===== src/rtl/ts_ddr_writer.sv =====
// ts_ddr_writer: MPEG-TS capture stage.
// - Aligns the incoming byte stream to 188-byte packets.
// - Packs the bytes into little-endian 32-bit words.
// - Buffers the words in a small FIFO.
// - Writes them sequentially into a circular DDR word region.
// Optional feature: define TS_WRITER_SYNC_CHECK_EN to require the 8'h47 sync
// byte on ts_sop before a packet is accepted.
module ts_ddr_writer #(
    parameter logic [23:0] ADDR_BASE  = 24'h000000,
    parameter logic [23:0] ADDR_WORDS = 24'h100000,
    parameter int          FIFO_AW    = 4
) (
    input  logic        clock,
    input  logic        reset,
    input  logic        enable,
    input  logic [7:0]  ts_data,
    input  logic        ts_valid,
    input  logic        ts_sop,
    output logic [23:0] ddr_write_address,
    input  logic        ddr_write_waitrequest,
    output logic        ddr_write_write,
    output logic [31:0] ddr_write_writedata,
    output logic [3:0]  ddr_write_byteenable,
    output logic [23:0] words_written,
    output logic        overflow,
    output logic        sync_error,
    output logic        wrapped
);
    localparam int              DEPTH     = 1 << FIFO_AW;
    localparam logic [23:0]     ADDR_LAST = ADDR_BASE + ADDR_WORDS - 24'd1;
    localparam logic [7:0]      LAST_BYTE = 8'd187;
    localparam logic [FIFO_AW-1:0] PTR_ONE  = {{(FIFO_AW-1){1'b0}}, 1'b1};
    localparam logic [FIFO_AW:0]   CNT_ONE  = {{FIFO_AW{1'b0}}, 1'b1};
    localparam logic [FIFO_AW:0]   CNT_FULL = {1'b1, {FIFO_AW{1'b0}}};

    typedef enum logic [1:0] {HUNT, CAPTURE, DROP} pk_state_e;
    typedef enum logic       {IDLE, WRITE}         wr_state_e;

    pk_state_e          pk_state_q, pk_state_d;
    logic [7:0]         cnt_q, cnt_d;
    logic [23:0]        part_q, part_d;
    wr_state_e          wr_state_q, wr_state_d;
    logic [23:0]        addr_q, addr_d;
    logic [23:0]        words_q, words_d;
    logic               ovf_q, ovf_d;
    logic               sync_q, sync_d;
    logic               wrap_q, wrap_d;

    logic [31:0]        mem [DEPTH];
    logic [FIFO_AW-1:0] wr_ptr_q, rd_ptr_q;
    logic [FIFO_AW:0]   count_q;
    logic               fifo_full, fifo_empty;
    logic               word_done, push, pop;
    logic [31:0]        word_data;
    logic               sync_ok, start;

`ifdef TS_WRITER_SYNC_CHECK_EN
    assign sync_ok = (ts_data == 8'h47);
`else
    assign sync_ok = 1'b1;
`endif

    assign start      = ts_valid & ts_sop & enable & sync_ok;
    assign fifo_full  = (count_q == CNT_FULL);
    assign fifo_empty = (count_q == '0);
    assign pop        = (wr_state_q == WRITE) & ~ddr_write_waitrequest;
    // A completed word enters the FIFO if there is room, or if the head leaves this cycle.
    assign push       = word_done & (~fifo_full | pop);

    // Packer: packet alignment, byte-lane packing and framing/overflow flags.
    always_comb begin
        pk_state_d = pk_state_q;
        cnt_d      = cnt_q;
        part_d     = part_q;
        sync_d     = sync_q;
        ovf_d      = ovf_q;
        word_done  = 1'b0;
        word_data  = {ts_data, part_q};
        if (ts_valid) begin
            if (pk_state_q == CAPTURE && !ts_sop) begin
                cnt_d = cnt_q + 8'd1;
                case (cnt_q[1:0])
                    2'd0:    part_d[7:0]   = ts_data;
                    2'd1:    part_d[15:8]  = ts_data;
                    2'd2:    part_d[23:16] = ts_data;
                    default: word_done     = 1'b1;
                endcase
                if (cnt_q == LAST_BYTE) begin
                    pk_state_d = HUNT;
                    cnt_d      = '0;
                end
                if (word_done && fifo_full && !pop) begin
                    ovf_d      = 1'b1;
                    pk_state_d = DROP;
                    cnt_d      = '0;
                end
            end else if (ts_sop) begin
                // A sop inside a packet truncates it; the byte is then judged as a fresh start.
                if (pk_state_q == CAPTURE) sync_d = 1'b1;
`ifdef TS_WRITER_SYNC_CHECK_EN
                if (enable && !sync_ok) sync_d = 1'b1;
`endif
                pk_state_d = HUNT;
                cnt_d      = '0;
                if (start) begin
                    pk_state_d  = CAPTURE;
                    cnt_d       = 8'd1;
                    part_d[7:0] = ts_data;
                end
            end
        end
    end

    // Writer: present the FIFO head to DDR and advance the circular address on accept.
    always_comb begin
        wr_state_d = wr_state_q;
        addr_d     = addr_q;
        words_d    = words_q;
        wrap_d     = wrap_q;
        case (wr_state_q)
            IDLE: begin
                if (!fifo_empty) wr_state_d = WRITE;
            end
            WRITE: begin
                if (pop) begin
                    words_d = words_q + 24'd1;
                    if (addr_q == ADDR_LAST) begin
                        addr_d = ADDR_BASE;
                        wrap_d = 1'b1;
                    end else begin
                        addr_d = addr_q + 24'd1;
                    end
                    if (count_q == CNT_ONE && !push) wr_state_d = IDLE;
                end
            end
            default: wr_state_d = IDLE;
        endcase
    end

    // State, counters and sticky flags.
    // NOTE: sequential state uses non-blocking assignments so every register samples pre-edge values.
    always_ff @(posedge clock) begin
        if (reset) begin
            pk_state_q <= HUNT;
            cnt_q      <= '0;
            part_q     <= '0;
            wr_state_q <= IDLE;
            addr_q     <= ADDR_BASE;
            words_q    <= '0;
            ovf_q      <= 1'b0;
            sync_q     <= 1'b0;
            wrap_q     <= 1'b0;
        end else begin
            pk_state_q <= pk_state_d;
            cnt_q      <= cnt_d;
            part_q     <= part_d;
            wr_state_q <= wr_state_d;
            addr_q     <= addr_d;
            words_q    <= words_d;
            ovf_q      <= ovf_d;
            sync_q     <= sync_d;
            wrap_q     <= wrap_d;
        end
    end

    // FIFO pointers and occupancy.
    always_ff @(posedge clock) begin
        if (reset) begin
            wr_ptr_q <= '0;
            rd_ptr_q <= '0;
            count_q  <= '0;
        end else begin
            if (push) wr_ptr_q <= wr_ptr_q + PTR_ONE;
            if (pop)  rd_ptr_q <= rd_ptr_q + PTR_ONE;
            case ({push, pop})
                2'b10:   count_q <= count_q + CNT_ONE;
                2'b01:   count_q <= count_q - CNT_ONE;
                default: count_q <= count_q;
            endcase
        end
    end

    // FIFO storage.
    // NOTE: the memory has no reset; the pointers and count alone decide what is valid.
    always_ff @(posedge clock) begin
        if (push) mem[wr_ptr_q] <= word_data;
    end

    assign ddr_write_write      = (wr_state_q == WRITE);
    assign ddr_write_writedata  = ddr_write_write ? mem[rd_ptr_q] : 32'h0;
    assign ddr_write_address    = addr_q;
    assign ddr_write_byteenable = 4'hF;
    assign words_written        = words_q;
    assign overflow             = ovf_q;
    assign sync_error           = sync_q;
    assign wrapped              = wrap_q;
endmodule

===== config.mk =====
export PLATFORM = sky130hd
export DESIGN_NAME = ts_ddr_writer
export DESIGN_NICKNAME = d
export VERILOG_FILES = /design/src/rtl/ts_ddr_writer.sv
export SDC_FILE = /design/constraint.sdc
export NUM_CORES = 1
export LEC_CHECK = 0
export CAP_MARGIN = 40
export CORE_ASPECT_RATIO = 0.9
export CORE_MARGIN = 2
export CORE_UTILIZATION = 55
export CTS_BUF_LIST = sky130_fd_sc_hd__clkbuf_8
export DETAILED_ROUTE_END_ITERATION = 10
export PLACE_DENSITY = 0.78
export SYNTH_ARGS = -nofsm -noshare
export SYNTH_HDL_FRONTEND = slang
export SYNTH_SLANG_ARGS = --single-unit

===== constraint.sdc =====
create_clock -name clock -period 11 [get_ports clock]
set_input_delay 2.2 -clock clock [delete_from_list [all_inputs] [get_ports clock]]
set_output_delay 2.2 -clock clock [all_outputs]
set_load 0.05 [all_outputs]

==> impl_metrics.tcl, run 1 <==
set metrics [dict create \
    status "complete, no violations" \
    clockBufferDepth 3 \
    p_total_uw 4625 \
    cts_resized 0 \
    power.leakage_uw 0.009164 \
    synthArstFlopShare_pct 0 \
    hpwl_mm 28.86 \
    die_w_um 224.9 \
    layout_common_cells "edfxtp_1 (512), nor2_1 (112), clkbuf_8 (110), dfxtp_1 (100), clkdlybuf4s50_1 (96)" \
    syn2layout_area_growth_pct 14.73 \
    powerDensity_nw_per_um2 166.9 \
    root_buffer "clkbuf_8" \
    slowest_stage "dfxtp_4" \
    overflow 0 \
    insertion_delay_ps 650 \
    fp.dieArea_um2 45610 \
    rows 72 \
    vias_per_cell 6.024 \
    die-height_um 202.8 \
    setup_violations 0 \
    cts_tree "done" \
    path_class "reg2out" \
    worstMarginPinSlew_ps 947.1 \
    cts_buffers 94 \
    synth-edff-count 512 \
    drtPass1Iterations 6 \
    nets 1630 \
    start_util_pct 55.97 \
    drc_errors 0 \
    num_vias 13440 \
    ioPinCount 102 \
    routed_wirelength_mm 52.22 \
    ir_drop_mv 0.09627 \
    avgRoutedWirePerCell_um 23.40 \
    grt_pass1_wl_mm 79.68 \
    final_common_cell "edfxtp_1" \
    pre_cts_ws_ps 5341 \
    cts.sinks 615 \
    syn-cell-area_um2 24150 \
    clkTransAtPathRegs_ps 60 \
    fin_worst_skew_ps 24.80 \
    core_area_um2 43150 \
    hp-class "reg2reg" \
    post_cts_buffers 0 \
    ys_seq_elements 615 \
    antenna_cells 0 \
    cts_htree_levels 3 \
    finalSetupTns_ps 0 \
    maxCapViolations 0 \
    worstSetupEndpointType "output pin" \
    antenna_left 0 \
    io_buffers 97 \
    critPathMaxFanout 58 \
    grt_pass1_vias 13630 \
    rsz0062_at_grt "false" \
    required_ps 8800 \
    hold_viol 0 \
    finalCritPeriodShare_pct 57.88 \
    ys.flop_type "edfxtp_1" \
    worst_slack_ps 4633 \
    yosys_warnings 0 \
    grt.total_usage_pct 23.33 \
    syn_inst 1450 \
    slew_headroom_pct 36.63 \
    cp_slowest_stage_delay_ps 900 \
    hold_buffers 0 \
    drive_above_1_share_pct 17.96 \
    synth-seq-area-share_pct 72.19 \
    fmax_ghz 0.1571 \
    yosysUniqueCellTypes 50 \
    grt_max_degree 80 \
    maxSlewViolCount 0 \
    antenna_found_initial 0 \
    period_minus_slack_ps 6367 \
    cp_cell_sequence "buf_4 > nor2_1 > a32oi_1 > o21ai_0 > o22ai_1 > clkdlybuf4s50_1" \
    gp_congestion 0.7763 \
    cp_data_arrival_time_ps 4170 \
    syn_avg_cell_area_um2 16.66 \
    drt_iter0_drc 1198 \
    cp-start-kind "flip-flop" \
]
==> critical path: cells and delay by family, from the launching register on <==
family                 cells  cell delay, ps
AO/OA/AOI/OAI              3             720
buffers and inverters      2            1490
flip-flops                 1             900
AND/OR/NAND/NOR            1             370
==> cells in the mapped netlist (2+ instances only) <==
master,instances,share of area [%]
xor2_1,40,1.5
or3_1,2,0.052
o21ai_0,33,0.68
a31oi_1,3,0.078
nand3_1,24,0.50
buf_2,24,0.50
nor3_1,10,0.21
edfxtp_1,512,64
clkbuf_1,46,0.71
a22o_1,16,0.58
nor2_1,125,1.9
and3_1,9,0.23
nand2_1,64,0.99
mux2i_1,89,3.7
o22ai_1,12,0.31
nor4bb_1,2,0.083
xnor2_1,19,0.69
a32oi_1,8,0.29
dfxtp_1,103,8.5
nor4_1,4,0.10
a211oi_1,10,0.31
mux2_2,35,1.6
mux4_2,85,7.9
ha_1,17,0.88
and4_1,5,0.18
nor2b_1,11,0.28
inv_1,15,0.23
nor3b_1,2,0.062
nand2b_1,6,0.16
and2_1,5,0.13
o211ai_1,12,0.37
buf_4,8,0.25
a21oi_1,58,1.2
nand4_1,19,0.49
and4b_1,2,0.083
==> layer usage <==
| metal | GRT usage (%) | vias up | share of wire [%] |
|---|---|---|---|
| met1 | 31.98 | 6825 | 41 |
| met2 | 37.61 | 615 | 48 |
| met5 | 0 | - | 0 |
| li1 | - | 5910 | - |
| met3 | 5.412 | 90 | 8.8 |
| met4 | 7.096 | 0 | 1.9 |
==> per-stage QoR <==
step           cell area (um2)  instances  utilization [%]  hold WS [ps]
5_1_grt                  27710       2231            64.22         481.8
3_3_place_gp             25770       2050            59.73         436.1
6_report                 27710       2231            64.22         451.4
2_1_floorplan            24160       1453                -         452.9
4_1_cts                  27710       2231            64.22         456.1
3_5_place_dp             25910       2058            60.04         444.6
==> sequential cells by signal (all words and copies together) (netlist names), named ones only <==
register / count
part_q: 24
cnt_q: 8
words_written: 24
wr_ptr_q: 4
count_q: 5
pk_state_q: 2
wrapped: 1
rd_ptr_q: 4
ddr_write_write: 1
sync_error: 1
ddr_write_address: 24
mem: 512
overflow: 1
==> cells by family after synthesis <==
family                     count (synthesis)  share of synthesized area (%)
DFF                                      615                          72.19
xor gates and xnor gates                  59                          2.139
adders and majority gates                 17                         0.8806
other                                      1                        0.01553
buffers and inverters                     95                          1.725
AOI/OAI and AO/OA                        157                          4.020
muxes                                    209                          13.25
and+or+nand+nor                          297                          5.781
==> power by group <==
part / switching, uW / internal, uW / leakage [uW]
clock: 840 / 932 / 0.00107
sequential: 18.2 / 2510 / 0.00563
combinational: 203 / 124 / 0.00246
==> worst paths after layout <==
path / start / end / slack, ps / cells after the start
setup / recovery: flip-flop / ddr_write_writedata[19] / 4630 / 6
hold / removal: overflow / overflow / 450 / 2
setup reg to reg: count_q[0] / mem[7][2] / 7640 / 7
hold reg to reg: overflow / overflow / 450 / 2
==> area by class of cell <==
| class | count | area (um2) |
|---|---|---|
| clock inverter | 63 | 290.3 |
| timing repair buffer | 129 | 1281 |
| inverter | 16 | 60.06 |
| tap | 555 | 694.4 |
| clock buffer | 110 | 1514 |
| sequential | 615 | 17450 |
| multi-input combinational | 743 | 6424 |
| fill | 2927 | 15440 |
No activity file was read; power rests on OpenSTA's default activity.
==> inputs of run 2 (changes only) <==
- clock period: 11 -> 6.5 ns (I/O delays scaled with it)
==> run 2 against run 1 <==
Compared with the run above: hold slack better by 5.5 ps; worst setup slack worse by 3200 ps; register-to-register slack worse by 4400 ps; clock power up 68%; final cell count down 0.31%; global-route usage down 0.72 points; critical endpoint is now ddr_write_writedata[11]; largest power group unchanged.
==> impl_metrics.tcl, run 2 (synthesized netlist as in run 1, its figures left out) <==
set metrics [dict create \
    powerDensity_nw_per_um2 281.3 \
    grt_max_degree 73 \
    setup_violations 0 \
    worst_slack_ps 1411 \
    whs_path_depth 2 \
    slew_headroom_pct 42.38 \
    min_from "overflow" \
    layout_common_cells "edfxtp_1 (512), nor2_1 (113), clkbuf_8 (102), dfxtp_1 (100), clkdlybuf4s50_1 (96)" \
    drt_iter0_drc 1165 \
    drive_above_1_share_pct 17.68 \
    internal_power_uw 5975 \
    rsz0062_at_grt "false" \
    drc_errors 0 \
    avgRoutedWirePerCell_um 22.65 \
    hold_viol 0 \
    path_class "reg2out" \
    combPwrFrac_pct 7.0 \
    maxSlewViolCount 0 \
    p_sw_share_pct 23.29 \
    period_minus_slack_ps 5089 \
    clkTransAtPathRegs_ps 60 \
    nets 1630 \
    seqPwrFrac_pct 54.9 \
    cp_slowest_stage_delay_ps 840 \
    hold_buffers 0 \
    fmax_ghz 0.1965 \
    fp.dieArea_um2 45610 \
    io_buffers 97 \
    drtPass1Iterations 6 \
    regMostFlops "mem" \
    power.leakage_uw 0.009131 \
    status "complete, no violations" \
    antenna_left 0 \
    ioPinCount 102 \
    largest_reg_flops 512 \
    core_area_um2 43150 \
    cp-start-kind "flip-flop" \
    insertion_delay_ps 670 \
    clockBufferDepth 3 \
    start_util_pct 55.97 \
    cp_cell_sequence "inv_1 > nand2b_1 > buf_8 > nor2_1 > a21oi_1 > o21ai_0 > clkdlybuf4s50_1" \
    cts_tree "done" \
    die_w_um 224.9 \
    hold_path_end "overflow" \
    rows 72 \
    cts_resized 0 \
    ir_drop_mv 0.1516 \
    num_vias 13270 \
    root_buffer "clkbuf_8" \
    maxCapViolations 0 \
    p_total_uw 7789 \
    gp_congestion 0.7609 \
    finalSetupTns_ps 0 \
    power_switching_uw 1814 \
    worstMarginPinSlew_ps 864.4 \
    hpwl_mm 29.18 \
    required_ps 5200 \
    grt.total_usage_pct 22.61 \
    rr_startpoint "count_q[0]" \
    cp_data_arrival_time_ps 3790 \
    slowest_stage "dfxtp_4" \
    grt_pass1_vias 13570 \
    overflow 0 \
    pre_cts_ws_ps 2046 \
    critPathMaxFanout 48 \
    fin_cells 2224 \
    hold_ws_ps 456.9 \
    cts_buffers 94 \
    cts.sinks 615 \
    clock_power_share_pct 38.1 \
    worst_r2r_endpoint "mem[8][24]" \
    finalCritPeriodShare_pct 78.30 \
    die-height_um 202.8 \
    syn2layout_area_growth_pct 14.65 \
    fin_worst_skew_ps 36.99 \
    vias_per_cell 5.969 \
    antenna_cells 0 \
    grt_pass1_wl_mm 78.14 \
    dpl.cell_count 2057 \
    reg2reg_slack_ps 3250 \
    ff2ff_path_depth 7 \
    post_cts_buffers 0 \
    hp-class "reg2reg" \
    cts_htree_levels 3 \
    antenna_found_initial 0 \
    routed_wirelength_mm 50.37 \
    final_common_cell "edfxtp_1" \
    worstSetupEndpointType "output pin" \
]
## run 2: metal layers
layer	global-route usage (%)	routed length, um	vias up
met5	0	0	-
met3	5.470	4339	113
met2	35.97	23950	575
met1	31.03	20670	6670
li1	-	-	5916
met4	7.450	1398	0
## run 2: power groups by stage
stage / registers (uW) / logic [uW] / clock network (uW)
after detailed placement: 4360 / 545 / 0
after CTS: 4280 / 547 / 3020
after floorplan: 4350 / 389 / 0
after global placement: 4360 / 534 / 0
after global routing: 4280 / 576 / 3180
final: 4280 / 543 / 2970
## run 2: how the worst max path moves through the flow
stage	startpoint	endpoint	slack (ps)	cells after the start
finish	flip-flop	ddr_write_writedata[11]	1410	7
global route	flip-flop	ddr_write_writedata[11]	1200	7
CTS	flip-flop	ddr_write_writedata[28]	1340	6
detailed placement	flip-flop	ddr_write_writedata[28]	2050	6
global placement	flip-flop	ddr_write_writedata[27]	1910	6
floorplan	ts_valid	mem[3][0]	1480	5
## run 2: final cells by class
class / instances / area, um2
Fill cell: 2921 / 15460
Timing Repair Buffer: 129 / 1325
Tap cell: 555 / 694.4
Clock inverter: 64 / 340.3
Sequential cell: 615 / 17450
Clock buffer: 102 / 1404
Multi-Input combinational cell: 743 / 6421
Inverter: 16 / 60.06
## run 2: critical path, delay by kind of cell, from the launching register on
kind / cells / cell delay, ps
buffers and inverters: 3 / 1460
AOI/OAI and AO/OA: 2 / 210
and+or+nand+nor: 2 / 600
DFF: 1 / 840
## run 2: per-stage QoR
step                      util [%]  cell area (um2)
final                        64.18            27690
after global routing         64.18            27690
after CTS                    64.15            27680
after detailed placement     60.11            25940
after global placement       59.78            25790
after floorplan                  -            24160
